**config.mk**
```make
export PLATFORM = sky130hd
export DESIGN_NAME = alu_issue_stage
export DESIGN_NICKNAME = d
export VERILOG_FILES = /design/src/rtl/alu_issue_stage.sv
export SDC_FILE = /design/constraint.sdc
export NUM_CORES = 1
export LEC_CHECK = 0
export CORE_ASPECT_RATIO = 1.25
export CORE_UTILIZATION = 35
export CTS_CLUSTER_DIAMETER = 100
export DETAILED_ROUTE_END_ITERATION = 10
export MAX_ROUTING_LAYER = met4
export PLACE_DENSITY = 0.65
export SETUP_SLACK_MARGIN = 0.15
export SYNTH_ARGS = -nofsm -noshare
export SYNTH_HDL_FRONTEND = slang
export SYNTH_SLANG_ARGS = --single-unit
```
**constraint.sdc**
```tcl
create_clock -name clk_i -period 2.05 [get_ports clk_i]
set_clock_uncertainty 0.1 [all_clocks]
set_input_delay 0.41 -clock clk_i [delete_from_list [all_inputs] [get_ports clk_i]]
set_output_delay 0.41 -clock clk_i [all_outputs]
set_load 0.01 [all_outputs]
```
**src/rtl/alu_issue_stage.sv**
```systemverilog
// ---------------------------------------------------------------------------
// alu_issue_stage
//   Decode/issue stage in front of the 32-bit ALU. Decodes RV32I OP and
//   OP-IMM instructions into ALU operands, an ALU opcode and the destination
//   register. Results are held in a 2-entry skid buffer (output slot + skid
//   slot) behind a valid/ready handshake on both sides.
//
// Ports
//   clk_i        rising-edge clock
//   rst_ni       asynchronous active-low reset
//   flush_i      synchronous drop of all held entries (wins over transfers)
//   in_valid_i   instr_i/rs1_val_i/rs2_val_i are valid
//   in_ready_o   stage can accept this cycle (registered)
//   instr_i      RV32I instruction word
//   rs1_val_i    value of x[rs1]
//   rs2_val_i    value of x[rs2]
//   out_valid_o  op1_o/op2_o/opcode_o/rd_o/illegal_o are valid
//   out_ready_i  consumer accepts this cycle
//   op1_o        ALU operand 1
//   op2_o        ALU operand 2
//   opcode_o     ALU op: ADD0 SUB1 SLL2 SLT3 SLTU4 XOR5 SRL6 SRA7 OR8 AND9
//   rd_o         destination register, instr[11:7]
//   illegal_o    entry is not a legal OP/OP-IMM instruction
//   state_o      buffer state (0 EMPTY, 1 ONE, 2 TWO), debug visibility
//
// Handshake: a transfer happens on a rising clk_i edge where valid and ready
//   are both high. The producer holds its payload stable until accepted;
//   outputs stay stable while out_valid_o=1 and out_ready_i=0.
// ---------------------------------------------------------------------------
module alu_issue_stage #(
    parameter int XLEN = 32,
    parameter int RD_W = 5
) (
    input  logic            clk_i,
    input  logic            rst_ni,
    input  logic            flush_i,
    input  logic            in_valid_i,
    output logic            in_ready_o,
    input  logic [31:0]     instr_i,
    input  logic [XLEN-1:0] rs1_val_i,
    input  logic [XLEN-1:0] rs2_val_i,
    output logic            out_valid_o,
    input  logic            out_ready_i,
    output logic [XLEN-1:0] op1_o,
    output logic [XLEN-1:0] op2_o,
    output logic [3:0]      opcode_o,
    output logic [RD_W-1:0] rd_o,
    output logic            illegal_o,
    output logic [1:0]      state_o
);

    typedef enum logic [1:0] {S_EMPTY = 2'd0, S_ONE = 2'd1, S_TWO = 2'd2} state_t;

    typedef struct packed {
        logic            illegal;
        logic [RD_W-1:0] rd;
        logic [3:0]      opcode;
        logic [XLEN-1:0] op2;
        logic [XLEN-1:0] op1;
    } entry_t;

    localparam logic [6:0] OPC_OP     = 7'b0110011;
    localparam logic [6:0] OPC_OP_IMM = 7'b0010011;
    localparam logic [6:0] F7_ZERO    = 7'b0000000;
    localparam logic [6:0] F7_ALT     = 7'b0100000;

    localparam logic [3:0] ALU_ADD  = 4'd0;
    localparam logic [3:0] ALU_SUB  = 4'd1;
    localparam logic [3:0] ALU_SLL  = 4'd2;
    localparam logic [3:0] ALU_SLT  = 4'd3;
    localparam logic [3:0] ALU_SLTU = 4'd4;
    localparam logic [3:0] ALU_XOR  = 4'd5;
    localparam logic [3:0] ALU_SRL  = 4'd6;
    localparam logic [3:0] ALU_SRA  = 4'd7;
    localparam logic [3:0] ALU_OR   = 4'd8;
    localparam logic [3:0] ALU_AND  = 4'd9;
    localparam logic [3:0] ALU_ILL  = 4'hF;

    state_t state_q, state_d;
    entry_t out_q, skid_q, dec;
    logic   in_ready_q, in_ready_d;
    logic   in_fire, out_fire;
    logic   load_out_new, load_out_skid, load_skid;

    // rs1 index field is not needed: the register value arrives pre-read.
    logic unused_rs1_idx;
    assign unused_rs1_idx = ^instr_i[19:15];

    // ------------------------------------------------------------------
    // Decode
    // ------------------------------------------------------------------
    logic [2:0] funct3;
    logic [6:0] funct7;
    logic [3:0] base_op;
    logic       legal;

    assign funct3 = instr_i[14:12];
    assign funct7 = instr_i[31:25];

    always_comb begin
        unique case (funct3)
            3'b000:  base_op = ALU_ADD;
            3'b001:  base_op = ALU_SLL;
            3'b010:  base_op = ALU_SLT;
            3'b011:  base_op = ALU_SLTU;
            3'b100:  base_op = ALU_XOR;
            3'b101:  base_op = ALU_SRL;
            3'b110:  base_op = ALU_OR;
            default: base_op = ALU_AND;
        endcase
    end

    always_comb begin
        dec         = '0;
        dec.rd      = instr_i[7 +: RD_W];
        dec.op1     = rs1_val_i;
        dec.opcode  = base_op;
        legal       = 1'b1;
        unique case (instr_i[6:0])
            OPC_OP: begin
                dec.op2 = rs2_val_i;
                if (funct7 == F7_ZERO) begin
                    dec.opcode = base_op;
                end else if (funct7 == F7_ALT && funct3 == 3'b000) begin
                    dec.opcode = ALU_SUB;
                end else if (funct7 == F7_ALT && funct3 == 3'b101) begin
                    dec.opcode = ALU_SRA;
                end else begin
                    legal = 1'b0;
                end
            end
            OPC_OP_IMM: begin
                dec.op2 = {{(XLEN-12){instr_i[31]}}, instr_i[31:20]};
                // Only shifts constrain funct7; for other funct3 it is immediate.
                if (funct3 == 3'b001) begin
                    legal = (funct7 == F7_ZERO);
                end else if (funct3 == 3'b101) begin
                    if (funct7 == F7_ALT) begin
                        dec.opcode = ALU_SRA;
                    end else if (funct7 != F7_ZERO) begin
                        legal = 1'b0;
                    end
                end
            end
            default: legal = 1'b0;
        endcase
        if (!legal) begin
            dec.illegal = 1'b1;
            dec.opcode  = ALU_ILL;
            dec.op1     = '0;
            dec.op2     = '0;
        end
    end

    // ------------------------------------------------------------------
    // Buffer FSM: state register
    // ------------------------------------------------------------------
    always_ff @(posedge clk_i or negedge rst_ni) begin
        if (!rst_ni) begin
            state_q <= S_EMPTY;
        end else begin
            state_q <= state_d;
        end
    end

    // ------------------------------------------------------------------
    // Buffer FSM: next state
    // ------------------------------------------------------------------
    assign in_fire  = in_valid_i & in_ready_q;
    assign out_fire = (state_q != S_EMPTY) & out_ready_i;

    always_comb begin
        state_d       = state_q;
        load_out_new  = 1'b0;
        load_out_skid = 1'b0;
        load_skid     = 1'b0;
        if (flush_i) begin
            state_d = S_EMPTY;
        end else begin
            unique case (state_q)
                S_EMPTY: begin
                    if (in_fire) begin
                        state_d      = S_ONE;
                        load_out_new = 1'b1;
                    end
                end
                S_ONE: begin
                    if (in_fire && out_fire) begin
                        load_out_new = 1'b1;
                    end else if (in_fire) begin
                        state_d   = S_TWO;
                        load_skid = 1'b1;
                    end else if (out_fire) begin
                        state_d = S_EMPTY;
                    end
                end
                S_TWO: begin
                    if (out_fire) begin
                        state_d       = S_ONE;
                        load_out_skid = 1'b1;
                    end
                end
                default: state_d = S_EMPTY;
            endcase
        end
        // Ready is registered from the next state so it never depends
        // combinationally on out_ready_i.
        in_ready_d = (state_d != S_TWO);
    end

    // ------------------------------------------------------------------
    // Datapath registers
    // ------------------------------------------------------------------
    always_ff @(posedge clk_i or negedge rst_ni) begin
        if (!rst_ni) begin
            out_q      <= '0;
            skid_q     <= '0;
            in_ready_q <= 1'b1;
        end else begin
            in_ready_q <= in_ready_d;
            if (load_out_new) begin
                out_q <= dec;
            end else if (load_out_skid) begin
                out_q <= skid_q;
            end
            if (load_skid) begin
                skid_q <= dec;
            end
        end
    end

    // ------------------------------------------------------------------
    // Buffer FSM: outputs (payload forced to zero while not valid)
    // ------------------------------------------------------------------
    always_comb begin
        out_valid_o = (state_q != S_EMPTY);
        in_ready_o  = in_ready_q;
        state_o     = state_q;
        op1_o       = '0;
        op2_o       = '0;
        opcode_o    = '0;
        rd_o        = '0;
        illegal_o   = 1'b0;
        if (out_valid_o) begin
            op1_o     = out_q.op1;
            op2_o     = out_q.op2;
            opcode_o  = out_q.opcode;
            rd_o      = out_q.rd;
            illegal_o = out_q.illegal;
        end
    end

endmodule

```
# ---- Word level (Yosys, flattened, before mapping)
# Cells that the tools add are included.
dict set report classes {
  bitwise_logic 2
  eq_ne 12
  n_mux 42
  n_reduce_logical 9
  mul 0
  n_addsub 0
  order_cmp 0
  n_div 0
  shifts 0
}
# cell n
set op_table {}
lappend op_table {{$mux 74} 2}
lappend op_table {{$pmux 36 s2} 1}
lappend op_table {{$mux 68} 1}
lappend op_table {{$mux 32} 2}
lappend op_table {{$mux 4} 7}
lappend op_table {{$pmux 4 s7} 1}
lappend op_table {{$mux 1} 18}
lappend op_table {{$eq 7x6->1 const B} 2}
lappend op_table {{$mux 2} 6}
lappend op_table {{$eq 3x3->1 const B} 3}
lappend op_table {{$eq 7x5->1 const B} 1}
lappend op_table {{$logic_not 7->1} 1}
lappend op_table {{$reduce_bool 7->1} 1}
lappend op_table {{$eq 3x2->1 const B} 2}
lappend op_table {{$pmux 2 s3} 1}
lappend op_table {{$mux 5} 1}
lappend op_table {{$pmux 1 s2} 2}
lappend op_table {{$reduce_bool 2->1} 2}
lappend op_table {{$eq 3x1->1 const B} 1}
lappend op_table {{$logic_and 1x1->1} 3}
lappend op_table {{$logic_not 3->1} 1}
lappend op_table {{$and 1x1->1} 2}
lappend op_table {{$eq 2x1->1 const B} 1}
lappend op_table {{$eq 2x2->1 const B} 1}
lappend op_table {{other kinds (2)} 2}
dict set report word_totals {
  mem_bits_rw 0
  mem_bits_ro 0
  latch_bits 0
  reg_bits 151
  memories 0
  word_cells 77
  out_inout_bits 78
}

# ---- Logic depth before layout (Yosys ltp)
dict set report depth {
  depth_word 8
  ltp_mapped 8
  ltp_nobuf 5
}

# ---- Worst setup path after synthesis
# No wires, ideal clock.
dict set report synth_timing {
  path_kind {register -> register}
  start {register in_ready_q, in the netlist in_ready_o}
  end {register skid_q[36] (netlist name)}
  path_slack_ps 148
  arrival_time_ps 1677
  t_required_ps 1825
  path_buffers 2
  stages_incl_launch_ff 7
  cell_sequence {dfstp_2 > nand2_1 > nor3_1 > and2_1 > clkbuf_1 > buf_2 > mux2_2}
}
dict set report synth_via {
  elab_chain_len 5
}
# element line_no
set synth_rtl {}
lappend synth_rtl {{start, declared} 81} ;# logic in_ready_q, in_ready_d;
lappend synth_rtl {{start signal, assigned} 220} ;# in_ready_q <= in_ready_d;
lappend synth_rtl {{$and 1x1->1 (*)} 169} ;# assign in_fire = in_valid_i & in_ready_q;
lappend synth_rtl {{$mux 1 / $logic_and 1x1->1 (equally long branches)} {190, 188}}
lappend synth_rtl {{$mux 1 (*)} 188} ;# if (in_fire && out_fire) begin
lappend synth_rtl {{$mux 1 (*)} 180} ;# unique case (state_q)
lappend synth_rtl {{$mux 1 (*)} 177} ;# if (flush_i) begin
lappend synth_rtl {{end signal, assigned} 217} ;# skid_q <= '0;
lappend synth_rtl {{end signal, assigned} 227} ;# skid_q <= dec;
lappend synth_rtl {{end, declared} 80} ;# entry_t out_q, skid_q, dec;
# Every way passes the cells marked *; elsewhere a longest branch is shown, timed or not.
# A chain may end at the register's enable or synchronous reset.

# ---- Worst setup path in the final report
dict set report layout_timing {
  start {register state_q[0], in the netlist state_o[0]}
  end {output illegal_o}
}
dict set report layout_via {
  elab_chain_len 2
}
# element line_no
set layout_rtl {}
lappend layout_rtl {{start, declared} 79} ;# state_t state_q, state_d;
lappend layout_rtl {{start signal, assigned} 162} ;# state_q <= state_d;
lappend layout_rtl {{$reduce_bool 2->1} 236} ;# out_valid_o = (state_q != S_EMPTY);
lappend layout_rtl {{$mux 1} 244} ;# if (out_valid_o) begin
lappend layout_rtl {{end, declared} 48} ;# output logic illegal_o,
# No other way between the ends.

==> flow_summary.ini <==
[run_status]
status = complete, but fails checks
failed_checks = setup timing

[synth]
synth_area_mm2 = 0.00747
synth-seq-area-share_pct = 50.6
synth-main-ff-cell = dfrtp_1
syn_area_per_cell_um2 = 9.02
ys_seq_elements = 151
yosysTopAreaCell = dfrtp_1
syn-instance-count = 828
ys_async_sr_fraction_pct = 100
synth_nets = 929
netlist.area_leader.share_pct = 50.3
synthTopCellsByArea = dfrtp_1 (50%), nand2_1 (9.2%), and2_1 (6.4%), mux2i_1 (5.6%), nand3_1 (4.3%)
synth_edf_count = 0
yosys_warnings = 0
ys_types = 41

[clock_tree]
clock-sinks = 151
cts_root_buf = clkbuf_16
cts_max_level = 4
cts.path.max_buffers = 2
clkTransAtPathRegs_ns = 0.06
cts_tree = built
clk_latency_ns = 0.42
cts_buffers = 17

[detailed_routing]
drt_wl_total_mm = 20.1
ant_nets = 0
vias = 6435
wl_per_cell_um = 15.3
drtIter0Drc = 330
firstDrtPassIters = 4
via_per_inst = 4.90
drc = 0

[setup_path]
end_kind = primary output
crit_chain = or2_4, buf_12, and2_1, clkdlybuf4s15_1
cp-start-kind = flip-flop
rr_endpoint = out_q[35]
reg2regPathDepth = 7
cpLargestDelayFamily = simple AND/OR/NAND/NOR gates
critPathLaunch = state_o[0]
max_stage_delay_ns = 0.38
arrival_ns = 1.72
critical_path_class = flip-flop to primary output
cp_max_fo = 24
r2r_slack_ns = 0.23
r2r-start = state_o[0]
critPathSlowestCell = dfrtp_1
required_ns = 1.54
worst-path-buf-inv = 2

[worst_hold_path]
hold_class = input pin to async pin

[sta]
worst_slew_pin_slew_ns = 0.361
rsz0062_at_grt = true
max_freq_mhz = 449
hold_viol = 0
final.period_utilization_pct = 109
relSlewSlack_pct = 75.9
finalSetupViolations = 75
fin_ws_ns = -0.176
period_needed_ns = 2.23
drv_slew = 0

[grt]
grt.overflow.total = 0
grt_pass1_wl_mm = 32.1
grt_use_total_pct = 19.5
grt_max_degree = 60
grt_pass1_vias = 6190
antenna_found_initial = 0

[finish]
drive_gt1_share_pct = 20.4
fin_area_mm2 = 0.0107
diodes = 0
final_util_pct = 51.2
syn2layout_area_growth_pct = 43.3
fin_nets = 1127

[floorplan]
rows = 59
initial_core_util_pct = 35.8
dieHeight_um = 165
core_mm2 = 0.0209
io_pins = 179
die_w_um = 133
dieArea_mm2 = 0.0219

[power_and_ir_drop]
p_int_w = 0.00591
pwr-share-clk_pct = 42.3
ir_drop_mv = 0.536
p_per_area_mw_per_mm2 = 735
p_leak_nw = 4.91
p_total_w = 0.00787
p_comb_share_pct = 15.7
switchingPower_w = 0.00195
p_sw_share_pct = 24.8
p_seq_share_pct = 42.0

[placed_design]
placed_cell_area_mm2 = 0.0100
port_buffers = 173
dpl.hpwl_mm = 13.0
gp_congestion = 0.785

[flow_run]
maxCapViolCount = 0
## Yosys cell counts, drive strengths merged, types with 4 or more instances
master    n
a211oi   34
a21oi    40
a22oi     7
a31oi     5
and2     77
buf      34
clkbuf   37
dfrtp   150
mux2i    42
nand2   183
nand2b    4
nand3    64
nor2     17
nor2b    36
o21ai    68
## flip-flops by register name (all words and copies together) (netlist names)
name,cells
out_q,74
skid_q,74
state_o,2
in_ready_o,1
## cell families (layout without fill, tap and decap cells)
kind of cell              after synthesis  count (layout)  share of synthesized area (%)
DFF                                   151             151                           50.6
AOI/OAI and AO/OA                     164             164                           12.9
and+or+nand+nor                       395             395                           25.5
muxes                                  45              45                           6.08
xor gates and xnor gates                1               1                          0.117
buffers and inverters                  72             283                           4.71
## per-layer routing
| metal | vias to the layer above | track usage (%) | share of wire (%) |
|---|---|---|---|
| li1 | 3211 | - | - |
| met1 | 3063 | 23.3 | 44 |
| met2 | 142 | 33.8 | 51 |
| met3 | 19 | 3.30 | 3.3 |
| met4 | 0 | 5.64 | 0.97 |
| met5 | - | - | 0 |
## worst register-to-register path, stage by stage, from the launching register on
cell and delay (ns):
dfrtp_1 0.38, buf_4 0.16, nor2_4 0.10, and3_4 0.31
buf_12 0.23, mux2i_1 0.22, nor2_1 0.05, a21o_1 0.15
## power by group through the flow
stage	clock network (W)	logic, W	registers (W)
after floorplan	0	0.000555	0.00332
after global placement	0	0.00122	0.00335
after detailed placement	0	0.00123	0.00336
after CTS	0.00339	0.00124	0.00330
after global routing	0.00353	0.00136	0.00333
final	0.00332	0.00124	0.00331
## timing repair
action,CTS,global route
setup endpoints to repair,216,127
buffers inserted,3,6
gates cloned,4,1
hold endpoints to repair,20,0
gates resized for setup,209,110
hold buffers,1,0
pin swaps,5,5
## worst max-delay path by stage
stage / end / slack (ns) / cells after the start
final: illegal_o / -0.18 / 4
after floorplan: skid_q[66] / 0.18 / 7
after global routing: illegal_o / -0.24 / 4
after global placement: out_q[42] / -0.61 / 9
after CTS: illegal_o / -0.25 / 4
after detailed placement: out_q[42] / -0.61 / 9
## cell type report
cell class / count / area [um^2]
sequential: 151 / 3780
multi-input combinational: 605 / 3460
clock inverter: 12 / 175
tap: 274 / 343
timing repair buffer: 250 / 2490
clock buffer: 20 / 447
inverter: 1 / 3.75
fill: 1962 / 10200
## metrics by stage
stage | setup slack [ns] | hold slack (ns) | TNS [ns] | std cells
2_1_floorplan | 0.180 | 0.0144 | 0 | 828
3_3_place_gp | -0.608 | 0.181 | -72.80 | 1266
3_5_place_dp | -0.607 | 0.180 | -72.45 | 1266
4_1_cts | -0.254 | 0.302 | -13.59 | 1306
5_1_grt | -0.245 | 0.312 | -8.80 | 1313
6_report | -0.176 | 0.310 | -4.21 | 1313
## layout by cell type, fill, tap and decap left out, types with 16 or more instances in the layout
| master | n |
|---|---|
| mux2i_1 | 42 |
| o21ai_1 | 16 |
| clkbuf_16 | 18 |
| buf_12 | 27 |
| nand2_1 | 182 |
| a211oi_1 | 34 |
| nor2b_1 | 36 |
| buf_2 | 21 |
| a21oi_1 | 39 |
| nand3_1 | 64 |
| buf_4 | 38 |
| clkdlybuf4s50_1 | 87 |
| dfrtp_1 | 150 |
| and2_1 | 63 |
| o21ai_0 | 52 |
| clkbuf_2 | 41 |
| nor2_1 | 16 |
(Power assumes the default switching activity.)
